$ cat src/rtl/fetch_queue_if.sv
// rtl/fetch_queue_if.sv - imem request/response and decode handshake bundle for fetch_queue
interface fetch_queue_if;
    // Execute-stage redirect
    logic        redirect_i;
    logic [31:0] redirect_pc_i;

    // Instruction-memory request/response channel
    logic        imem_req_o;
    logic [31:0] imem_addr_o;
    logic        imem_gnt_i;
    logic        imem_rvalid_i;
    logic [31:0] imem_rdata_i;

    // Decode-stage handshake
    logic        dec_valid_o;
    logic [31:0] dec_instr_o;
    logic [31:0] dec_pc_o;
    logic [31:0] dec_pc4_o;
    logic        dec_ready_i;

    // Fetch queue side
    modport master (
        input  redirect_i,
        input  redirect_pc_i,
        output imem_req_o,
        output imem_addr_o,
        input  imem_gnt_i,
        input  imem_rvalid_i,
        input  imem_rdata_i,
        output dec_valid_o,
        output dec_instr_o,
        output dec_pc_o,
        output dec_pc4_o,
        input  dec_ready_i
    );

    // Memory / decode / execute side
    modport slave (
        output redirect_i,
        output redirect_pc_i,
        input  imem_req_o,
        input  imem_addr_o,
        output imem_gnt_i,
        output imem_rvalid_i,
        output imem_rdata_i,
        input  dec_valid_o,
        input  dec_instr_o,
        input  dec_pc_o,
        input  dec_pc4_o,
        output dec_ready_i
    );
endinterface

$ cat src/rtl/fetch_queue.sv
// rtl/fetch_queue.sv - instruction prefetch queue between imem port and decode; optional same-cycle bypass under FETCH_BYPASS_EN
module fetch_queue #(
    parameter int unsigned DEPTH           = 4,
    parameter int unsigned MAX_OUTSTANDING = 2,
    parameter logic [31:0] RESET_PC        = 32'h0000_0000
) (
    input  logic          clk,
    input  logic          rst,
    fetch_queue_if.master bus
);
    localparam int unsigned PW = $clog2(DEPTH);
    localparam int unsigned CW = $clog2(DEPTH) + 1;
    localparam int unsigned OW = $clog2(MAX_OUTSTANDING) + 1;
    // Wide enough to hold count + outstanding without wrapping
    localparam int unsigned SW = CW + OW;

    // Queue storage: PC and instruction word per entry
    logic [31:0]   pc_mem_q    [DEPTH];
    logic [31:0]   instr_mem_q [DEPTH];

    logic [PW-1:0] head_q, head_d;
    logic [PW-1:0] tail_q, tail_d;
    logic [CW-1:0] count_q, count_d;
    logic [OW-1:0] out_q, out_d;
    logic [OW-1:0] drop_q, drop_d;
    logic [31:0]   fetch_pc_q, fetch_pc_d;
    logic [31:0]   resp_pc_q, resp_pc_d;

    logic          rsp_live;
    logic          rsp_drop;
    logic          rsp_keep;
    logic          q_nonempty;
    logic          byp_hit;
    logic          byp_take;
    logic          dec_valid;
    logic          push;
    logic          pop;
    logic          issue;
    logic          fire;
    logic [SW-1:0] inflight;
    logic [31:0]   head_pc;
    logic [31:0]   head_instr;

    // Classify the incoming response: responses with nothing outstanding belong
    // to requests abandoned by reset; stale ones after a redirect are dropped.
    always_comb begin
        rsp_live   = bus.imem_rvalid_i && (out_q != '0);
        rsp_drop   = rsp_live && (drop_q != '0);
        rsp_keep   = rsp_live && (drop_q == '0);
        q_nonempty = (count_q != '0);
`ifdef FETCH_BYPASS_EN
        byp_hit    = rsp_keep && !q_nonempty && !bus.redirect_i && !rst;
`else
        byp_hit    = 1'b0;
`endif
    end

    // Decode-side head presentation and handshake; data reads zero when not valid
    always_comb begin
        dec_valid  = !rst && (q_nonempty || byp_hit);
        head_pc    = q_nonempty ? pc_mem_q[head_q]    : resp_pc_q;
        head_instr = q_nonempty ? instr_mem_q[head_q] : bus.imem_rdata_i;

        bus.dec_valid_o = dec_valid;
        bus.dec_pc_o    = dec_valid ? head_pc          : 32'h0;
        bus.dec_instr_o = dec_valid ? head_instr       : 32'h0;
        bus.dec_pc4_o   = dec_valid ? head_pc + 32'd4  : 32'h0;

        pop      = dec_valid && bus.dec_ready_i && q_nonempty;
        byp_take = byp_hit && bus.dec_ready_i;
        push     = rsp_keep && !byp_take;
    end

    // Request issue: reserve a queue slot for every live in-flight request so a
    // returning word can always be pushed; stale requests need no slot.
    always_comb begin
        inflight = SW'(count_q) + SW'(out_q) - SW'(drop_q);
        issue    = !rst && !bus.redirect_i
                   && (inflight < SW'(DEPTH))
                   && (out_q < OW'(MAX_OUTSTANDING));
        fire     = issue && bus.imem_gnt_i;

        bus.imem_req_o  = issue;
        bus.imem_addr_o = fetch_pc_q;
    end

    // Next-state: redirect flushes the queue and marks every remaining
    // in-flight response stale; otherwise normal push/pop/issue bookkeeping.
    always_comb begin
        out_d = out_q + OW'(fire) - OW'(rsp_live);
        if (bus.redirect_i) begin
            count_d    = '0;
            head_d     = '0;
            tail_d     = '0;
            fetch_pc_d = bus.redirect_pc_i & 32'hFFFF_FFFC;
            resp_pc_d  = bus.redirect_pc_i & 32'hFFFF_FFFC;
            drop_d     = out_d;
        end else begin
            count_d    = count_q + CW'(push) - CW'(pop);
            head_d     = head_q + PW'(pop);
            tail_d     = tail_q + PW'(push);
            fetch_pc_d = fire     ? fetch_pc_q + 32'd4 : fetch_pc_q;
            resp_pc_d  = rsp_keep ? resp_pc_q + 32'd4  : resp_pc_q;
            drop_d     = drop_q - OW'(rsp_drop);
        end
    end

    // Control state registers with synchronous reset
    always_ff @(posedge clk) begin
        if (rst) begin
            count_q    <= '0;
            head_q     <= '0;
            tail_q     <= '0;
            out_q      <= '0;
            drop_q     <= '0;
            fetch_pc_q <= RESET_PC;
            resp_pc_q  <= RESET_PC;
        end else begin
            count_q    <= count_d;
            head_q     <= head_d;
            tail_q     <= tail_d;
            out_q      <= out_d;
            drop_q     <= drop_d;
            fetch_pc_q <= fetch_pc_d;
            resp_pc_q  <= resp_pc_d;
        end
    end

    // Queue storage write at the tail; contents need no reset since count gates them
    always_ff @(posedge clk) begin
        if (push && !bus.redirect_i && !rst) begin
            pc_mem_q[tail_q]    <= resp_pc_q;
            instr_mem_q[tail_q] <= bus.imem_rdata_i;
        end
    end
endmodule

$ cat src/flat_wrapper.sv
// flat-port wrapper written by rule: the top's interface ports become plain ports
module fetch_queue_flat 
#(
    parameter int unsigned DEPTH           = 4,
    parameter int unsigned MAX_OUTSTANDING = 2,
    parameter logic [31:0] RESET_PC        = 32'h0000_0000
)
  (clk, rst, bus_redirect_i, bus_redirect_pc_i, bus_imem_req_o, bus_imem_addr_o, bus_imem_gnt_i, bus_imem_rvalid_i, bus_imem_rdata_i, bus_dec_valid_o, bus_dec_instr_o, bus_dec_pc_o, bus_dec_pc4_o, bus_dec_ready_i);
  fetch_queue_if bus_i ();
  input  logic clk;
  input  logic rst;
  input wire logic [$bits(bus_i.redirect_i)-1:0] bus_redirect_i;
  input wire logic [$bits(bus_i.redirect_pc_i)-1:0] bus_redirect_pc_i;
  output wire logic [$bits(bus_i.imem_req_o)-1:0] bus_imem_req_o;
  output wire logic [$bits(bus_i.imem_addr_o)-1:0] bus_imem_addr_o;
  input wire logic [$bits(bus_i.imem_gnt_i)-1:0] bus_imem_gnt_i;
  input wire logic [$bits(bus_i.imem_rvalid_i)-1:0] bus_imem_rvalid_i;
  input wire logic [$bits(bus_i.imem_rdata_i)-1:0] bus_imem_rdata_i;
  output wire logic [$bits(bus_i.dec_valid_o)-1:0] bus_dec_valid_o;
  output wire logic [$bits(bus_i.dec_instr_o)-1:0] bus_dec_instr_o;
  output wire logic [$bits(bus_i.dec_pc_o)-1:0] bus_dec_pc_o;
  output wire logic [$bits(bus_i.dec_pc4_o)-1:0] bus_dec_pc4_o;
  input wire logic [$bits(bus_i.dec_ready_i)-1:0] bus_dec_ready_i;
  assign bus_i.redirect_i = bus_redirect_i;
  assign bus_i.redirect_pc_i = bus_redirect_pc_i;
  assign bus_imem_req_o = bus_i.imem_req_o;
  assign bus_imem_addr_o = bus_i.imem_addr_o;
  assign bus_i.imem_gnt_i = bus_imem_gnt_i;
  assign bus_i.imem_rvalid_i = bus_imem_rvalid_i;
  assign bus_i.imem_rdata_i = bus_imem_rdata_i;
  assign bus_dec_valid_o = bus_i.dec_valid_o;
  assign bus_dec_instr_o = bus_i.dec_instr_o;
  assign bus_dec_pc_o = bus_i.dec_pc_o;
  assign bus_dec_pc4_o = bus_i.dec_pc4_o;
  assign bus_i.dec_ready_i = bus_dec_ready_i;
  fetch_queue #(.DEPTH(DEPTH), .MAX_OUTSTANDING(MAX_OUTSTANDING), .RESET_PC(RESET_PC)) u_core (.clk(clk), .rst(rst), .bus(bus_i));
endmodule
$ cat config.mk
export PLATFORM = sky130hd
export DESIGN_NAME = fetch_queue_flat
export DESIGN_NICKNAME = d
export VERILOG_FILES = /design/src/rtl/fetch_queue_if.sv /design/src/rtl/fetch_queue.sv /design/src/flat_wrapper.sv
export SDC_FILE = /design/constraint.sdc
export NUM_CORES = 1
export LEC_CHECK = 0
export BUFFER_PORTS_ARGS = -buffer_cell sky130_fd_sc_hd__buf_2
export CORE_ASPECT_RATIO = 0.6
export CORE_MARGIN = 3
export CORE_UTILIZATION = 47
export DETAILED_ROUTE_END_ITERATION = 10
export GPL_TIMING_DRIVEN = 1
export PLACE_DENSITY = 0.69
export SLEW_MARGIN = 30
export SYNTH_ARGS = -nofsm -noshare
export SYNTH_HDL_FRONTEND = slang
export SYNTH_SLANG_ARGS = --single-unit
export TNS_END_PERCENT = 50
$ cat constraint.sdc
create_clock -name clk -period 5.6 [get_ports clk]
set_input_delay 0.28 -clock clk [delete_from_list [all_inputs] [get_ports clk]]
set_output_delay 0.28 -clock clk [all_outputs]
set_load 0.02 [all_outputs]
== Yosys cells after proc, flatten, opt, wreduce, memory -nomap -nowiden ==
Memories as Yosys holds them, arrays and structs flattened. A register that Yosys moved wholly into a read port is not among the register bits.
Index checks and enable logic that the tools add are counted.
Word-level totals
  bits in registers: 75
  RAM bits: 256
  bits of input ports: 70
  output and inout bits: 130
  word-level logic and storage cells: 60
  memories kept: 2
Memory list
  u_core.instr_mem_q: words 4, width 32, rd ports 1, clocked after memory_dff 1, wr ports 1, RTL line fetch_queue.sv:19  | logic [31:0] instr_mem_q [DEPTH];
  u_core.pc_mem_q: words 4, width 32, rd ports 1, clocked after memory_dff 1, wr ports 1, RTL line fetch_queue.sv:18  | logic [31:0] pc_mem_q [DEPTH];
Operators by class
  add/subtract/negate cells: 12
  order comparisons: 2
  multiplexer cells: 14
  reduce and logical (&&, ||, !) cells: 21
Operators by type and width (number)
  $mux 32: 9
  $add 32x3->32 const B: 3
  $logic_and 1x1->1: 12
  $reduce_bool 2->1: 4
  $add 2x1->2: 3
  $mux 2: 3
  $lt 5x3->1 const B: 1
  $sub 5x2->5: 1
  $add 3x2->4: 1
  $sub 2x1->2: 2
  $add 3x1->3: 1
  $reduce_bool 3->1: 1
  $sub 3x1->3: 1
  $logic_not 1->1: 2
  $logic_not 2->1: 1
  $lt 2x2->1 const B: 1
  $mux 1: 2
  $reduce_or 2->1: 1

== Depth between registers and ports, before layout ==
  depth in word-level cells: 9
  gate-level depth with buffers: 14
  gate-level depth less buffers: 12

== Least setup slack after synthesis ==
OpenSTA, ideal clock, no wires.
  path kind: flip-flop to flip-flop
  start point: register u_core.out_q[1]
  end point: memory u_core.instr_mem_q[1][0], enable pin
  library setup time: 0.571 ns
  arrival: 5.533 ns
  required time: 5.029 ns
  path slack: -0.504 ns
  cell stages (with the launch flop): 7
  path buffers: 0
  clock period less this slack: 6.104 ns
  cells stage by stage: dfxtp_1 > o21ai_0 > inv_1 > nand2_1 > clkinv_1 > nand2_1 > nor3b_1
Between the ends
  word-level cells in the longest chain between the ends: 7
Ends and longest elaborated chain
  start, declared: RTL line fetch_queue.sv:24  | logic [OW-1:0] out_q, out_d;
  start signal, assigned: RTL line fetch_queue.sv:122  | out_q <= out_d;
  $reduce_bool 2->1: RTL line fetch_queue.sv:47  | rsp_live = bus.imem_rvalid_i && (out_q != '0);
  $logic_and 1x1->1: RTL line fetch_queue.sv:47
  $logic_and 1x1->1: RTL line fetch_queue.sv:49  | rsp_keep = rsp_live && (drop_q == '0);
  $logic_and 1x1->1 (2 in a row): RTL line fetch_queue.sv:131  | if (push && !bus.redirect_i && !rst) begin
  $mux 1: RTL line fetch_queue.sv:131
  $mux 1 (implied by the code): RTL line fetch_queue.sv:133  | instr_mem_q[tail_q] <= bus.imem_rdata_i;
  end, declared: RTL line fetch_queue.sv:19
No other way between the ends.

==> impl_metrics.py <==
metrics = {
    "outcome": {
        "run_status": "complete, no violations",
    },
    "power_and_ir_drop": {
        "peakVddDrop_v": 0.000230,
        "seqPwrFrac_pct": 52.4,
        "p_per_area_nw_per_um2": 304,
        "internal_power_mw": 3.85,
        "p_sw_mw": 1.30,
        "comb_power_share_pct": 11.6,
        "sw_frac_of_total_pct": 25.3,
        "p_total_mw": 5.16,
        "total_leakage_power_nw": 6.12,
        "clkPwrFrac_pct": 36.0,
    },
    "sta": {
        "finalSetupViolCount": 0,
        "finalMaxSlewViolations": 0,
        "min_period_ns": 4.06,
        "max_freq_mhz": 246,
        "rsz0062_at_grt": "false",
        "finalHoldViolations": 0,
        "slew_headroom_pct": 49.7,
        "min_period_over_period_pct": 72.5,
        "layout_setup_ws_ns": 1.54,
        "worst_clock_skew_ns": 0.0108,
        "max_slew.worst_pin.slew_ns": 0.754,
    },
    "global_routing": {
        "grt_usage_pct": 20.5,
        "grt_max_degree": 64,
        "antenna_found_initial": 0,
        "grt_pass1_wl_um": 52900,
        "first_global_vias": 9025,
        "overflow": 0,
    },
    "place": {
        "dp_hpwl_um": 22200,
        "post-place-ws_ns": 2.05,
        "io_buffers": 191,
        "gp_congestion": 0.873,
        "place_area_um2": 15700,
    },
    "run": {
        "drv_cap": 0,
    },
    "die": {
        "initial_core_util_pct": 48.8,
        "die_h_um": 141,
        "die_area_um2": 32800,
        "rows": 48,
        "core_region_area_um2": 29400,
        "die_w_um": 232,
        "pin_count": 200,
    },
    "clock_tree": {
        "numCtsBuffers": 29,
        "clk_root_buffer_cell": "clkbuf_16",
        "cts_tree": "yes",
        "cts.sinks": 319,
        "ctsResizeCount": 0,
        "clkLatencyLatePin_ns": 0.55,
        "cts_hold_buf": 41,
        "clockBufferDepth": 3,
        "post_cts_buffers": 0,
        "htreeDepth": 1,
        "clk_pin_slew_ns": 0.07,
    },
    "synth": {
        "muxShareOfSynthArea_pct": 11.0,
        "synth.area.top_cells": "edfxtp_1 52%, dfxtp_1 9.9%, mux4_2 7.5%",
        "synth_top_area_share_pct": 51.8,
        "yosys.cell_types.count": 64,
        "synthCells": 1030,
        "synth_compound_area_share_pct": 5.22,
        "synth-xor-area-share_pct": 4.27,
        "synthArstFlopShare_pct": 0,
        "synth_common_cells": "248 x edfxtp_1, 74 x nand2_1, 71 x dfxtp_1",
        "yosys.area_share.simple_pct": 13.5,
        "synth_most_common_cell": "edfxtp_1",
        "yosysWarningCount": 0,
        "synth_top_area_cell": "edfxtp_1",
        "ys_seq_elements": 319,
        "synth_top_family_by_area": "simple AND/OR/NAND/NOR gates",
        "synth-edff-count": 248,
        "avgSynthCellArea_um2": 14.0,
        "synth_top_flop_cell": "edfxtp_1",
        "ys_seq_area_share_pct": 61.7,
        "syn_area_um2": 14400,
        "synth_fa_ha_area_share_pct": 1.41,
    },
    "worst_hold_path": {
        "hold_path_class": "input pin to flop",
        "hold_depth": 3,
    },
    "detailed_routing": {
        "drc_errors": 0,
        "via_per_inst": 5.57,
        "dr_total_vias": 9359,
        "drt_iter0_drc": 829,
        "wire_per_inst_um": 20.2,
        "antenna_left": 0,
        "drt-pass1-iter-count": 5,
        "wl_um": 34000,
    },
    "setup_path": {
        "cp-start-kind": "flop",
        "arrival_ns": 3.78,
        "crit_type": "flop to primary output",
        "r2r_cells": 10,
        "crit_required_ns": 5.32,
        "crit_fanout": 38,
        "endpoint_kind": "primary output",
    },
    "final_layout": {
        "final_nets": 1342,
        "utilization_pct": 57.7,
        "syn2layout_area_growth_pct": 18.1,
        "final_cell_area_um2": 17000,
        "regArea_um2": 8870,
        "drive_gt1_share_pct": 26.3,
        "multi_input_area_um2": 5140,
        "fillers": 2379,
        "diodes": 0,
    },
}
==> placed cells by master, fill, tap and decap left out, types with 8 or more instances in the layout <==
master	netlist	final
xnor2_1	42	42
ha_1	13	13
buf_4	7	11
clkbuf_16	0	29
clkinv_2	0	9
o21ai_0	18	18
nand3_1	41	41
a21oi_1	33	33
nand2_1	74	74
dlygate4sd3_1	0	41
nor2_1	70	70
clkinv_1	2	8
mux4_1	14	14
a21boi_0	19	19
nor3_1	11	9
nand4_1	24	24
dfxtp_1	71	69
xor2_1	28	28
buf_2	12	191
or3_1	9	9
mux4_2	48	48
and2_1	70	70
inv_1	23	22
edfxtp_1	248	248
a31oi_1	13	13
and3_1	13	13
o21a_1	8	8
==> registers in the layout, indices dropped and copies added (netlist names) <==
signal                  cells
u_core.count_q              3
u_core.pc_mem_q           120
u_core.tail_q               2
u_core.out_q                2
u_core.resp_pc_q           30
u_core.bus.imem_addr_o     30
u_core.head_q               2
u_core.instr_mem_q        128
u_core.drop_q               2
==> logic make-up after synthesis <==
kind of cell / Yosys count
simple gates: 358
flops: 319
compound gates: 111
buf+inv: 81
mux: 75
xor+xnor: 70
fa+ha+maj: 15
other cells: 1
==> power groups by stage <==
stage,sequential (mW),clock [mW],combinational [mW]
after CTS,2.70,1.90,0.598
final,2.70,1.86,0.598
after floorplan,2.75,0,0.387
after detailed placement,2.75,0,0.572
after global placement,2.75,0,0.561
after global routing,2.71,2.00,0.659
==> worst max-delay path: stages (launching register included) <==
cell and delay (ns):
dfxtp_4 0.82, mux4_2 0.43, nand2_1 0.07, nand2_1 0.08, ha_1 0.22, and3_1 0.17
a41o_2 0.24, nand3_2 0.19, a2111oi_2 0.54, xor2_1 0.14, nor2_1 0.13, buf_2 0.18
==> final timing paths <==
path | startpoint | endpoint | slack (ns)
min reg2reg | u_core.bus.imem_addr_o[3]$_SDFFE_PP0P_ | u_core.bus.imem_addr_o[3]$_SDFFE_PP0P_ | 0.55
min | bus_redirect_pc_i[6] | u_core.bus.imem_addr_o[6]$_SDFFE_PP0P_ | 0.01
max | u_core.head_q[0]$_SDFF_PP0_ | bus_dec_pc4_o[30] | 1.54
max reg2reg | u_core.count_q[0]$_SDFF_PP0_ | u_core.bus.imem_addr_o[5]$_SDFFE_PP0P_ | 1.96
==> per-layer routing <==
| metal | global-route usage (%) | wire length [um] | part of all wire, % |
|---|---|---|---|
| met1 | 31.1 | 15800 | 47 |
| met3 | 4.13 | 2350 | 6.9 |
| met5 | 0 | 0 | 0 |
| met2 | 31.2 | 15200 | 45 |
| met4 | 3.48 | 619 | 1.8 |
==> stage by stage <==
stage	hold slack, ns	std cells	setup TNS (ns)
after floorplan	0.379	1035	-70.34
after global placement	0.498	1585	0
after detailed placement	0.498	1585	0
after CTS	0.00132	1679	0
after global routing	0.0179	1679	0
final	0.0111	1679	0
==> layout make-up <==
type / count / share of cell area, %
Clock buffer: 32 / 4.34
Clock inverter: 21 / 0.811
Inverter: 26 / 0.575
Multi-Input combinational cell: 635 / 30.3
Sequential cell: 319 / 52.3
Tap cell: 400 / 2.95
Timing Repair Buffer: 246 / 8.74
Note: power is estimated with default switching activity, not from simulation.
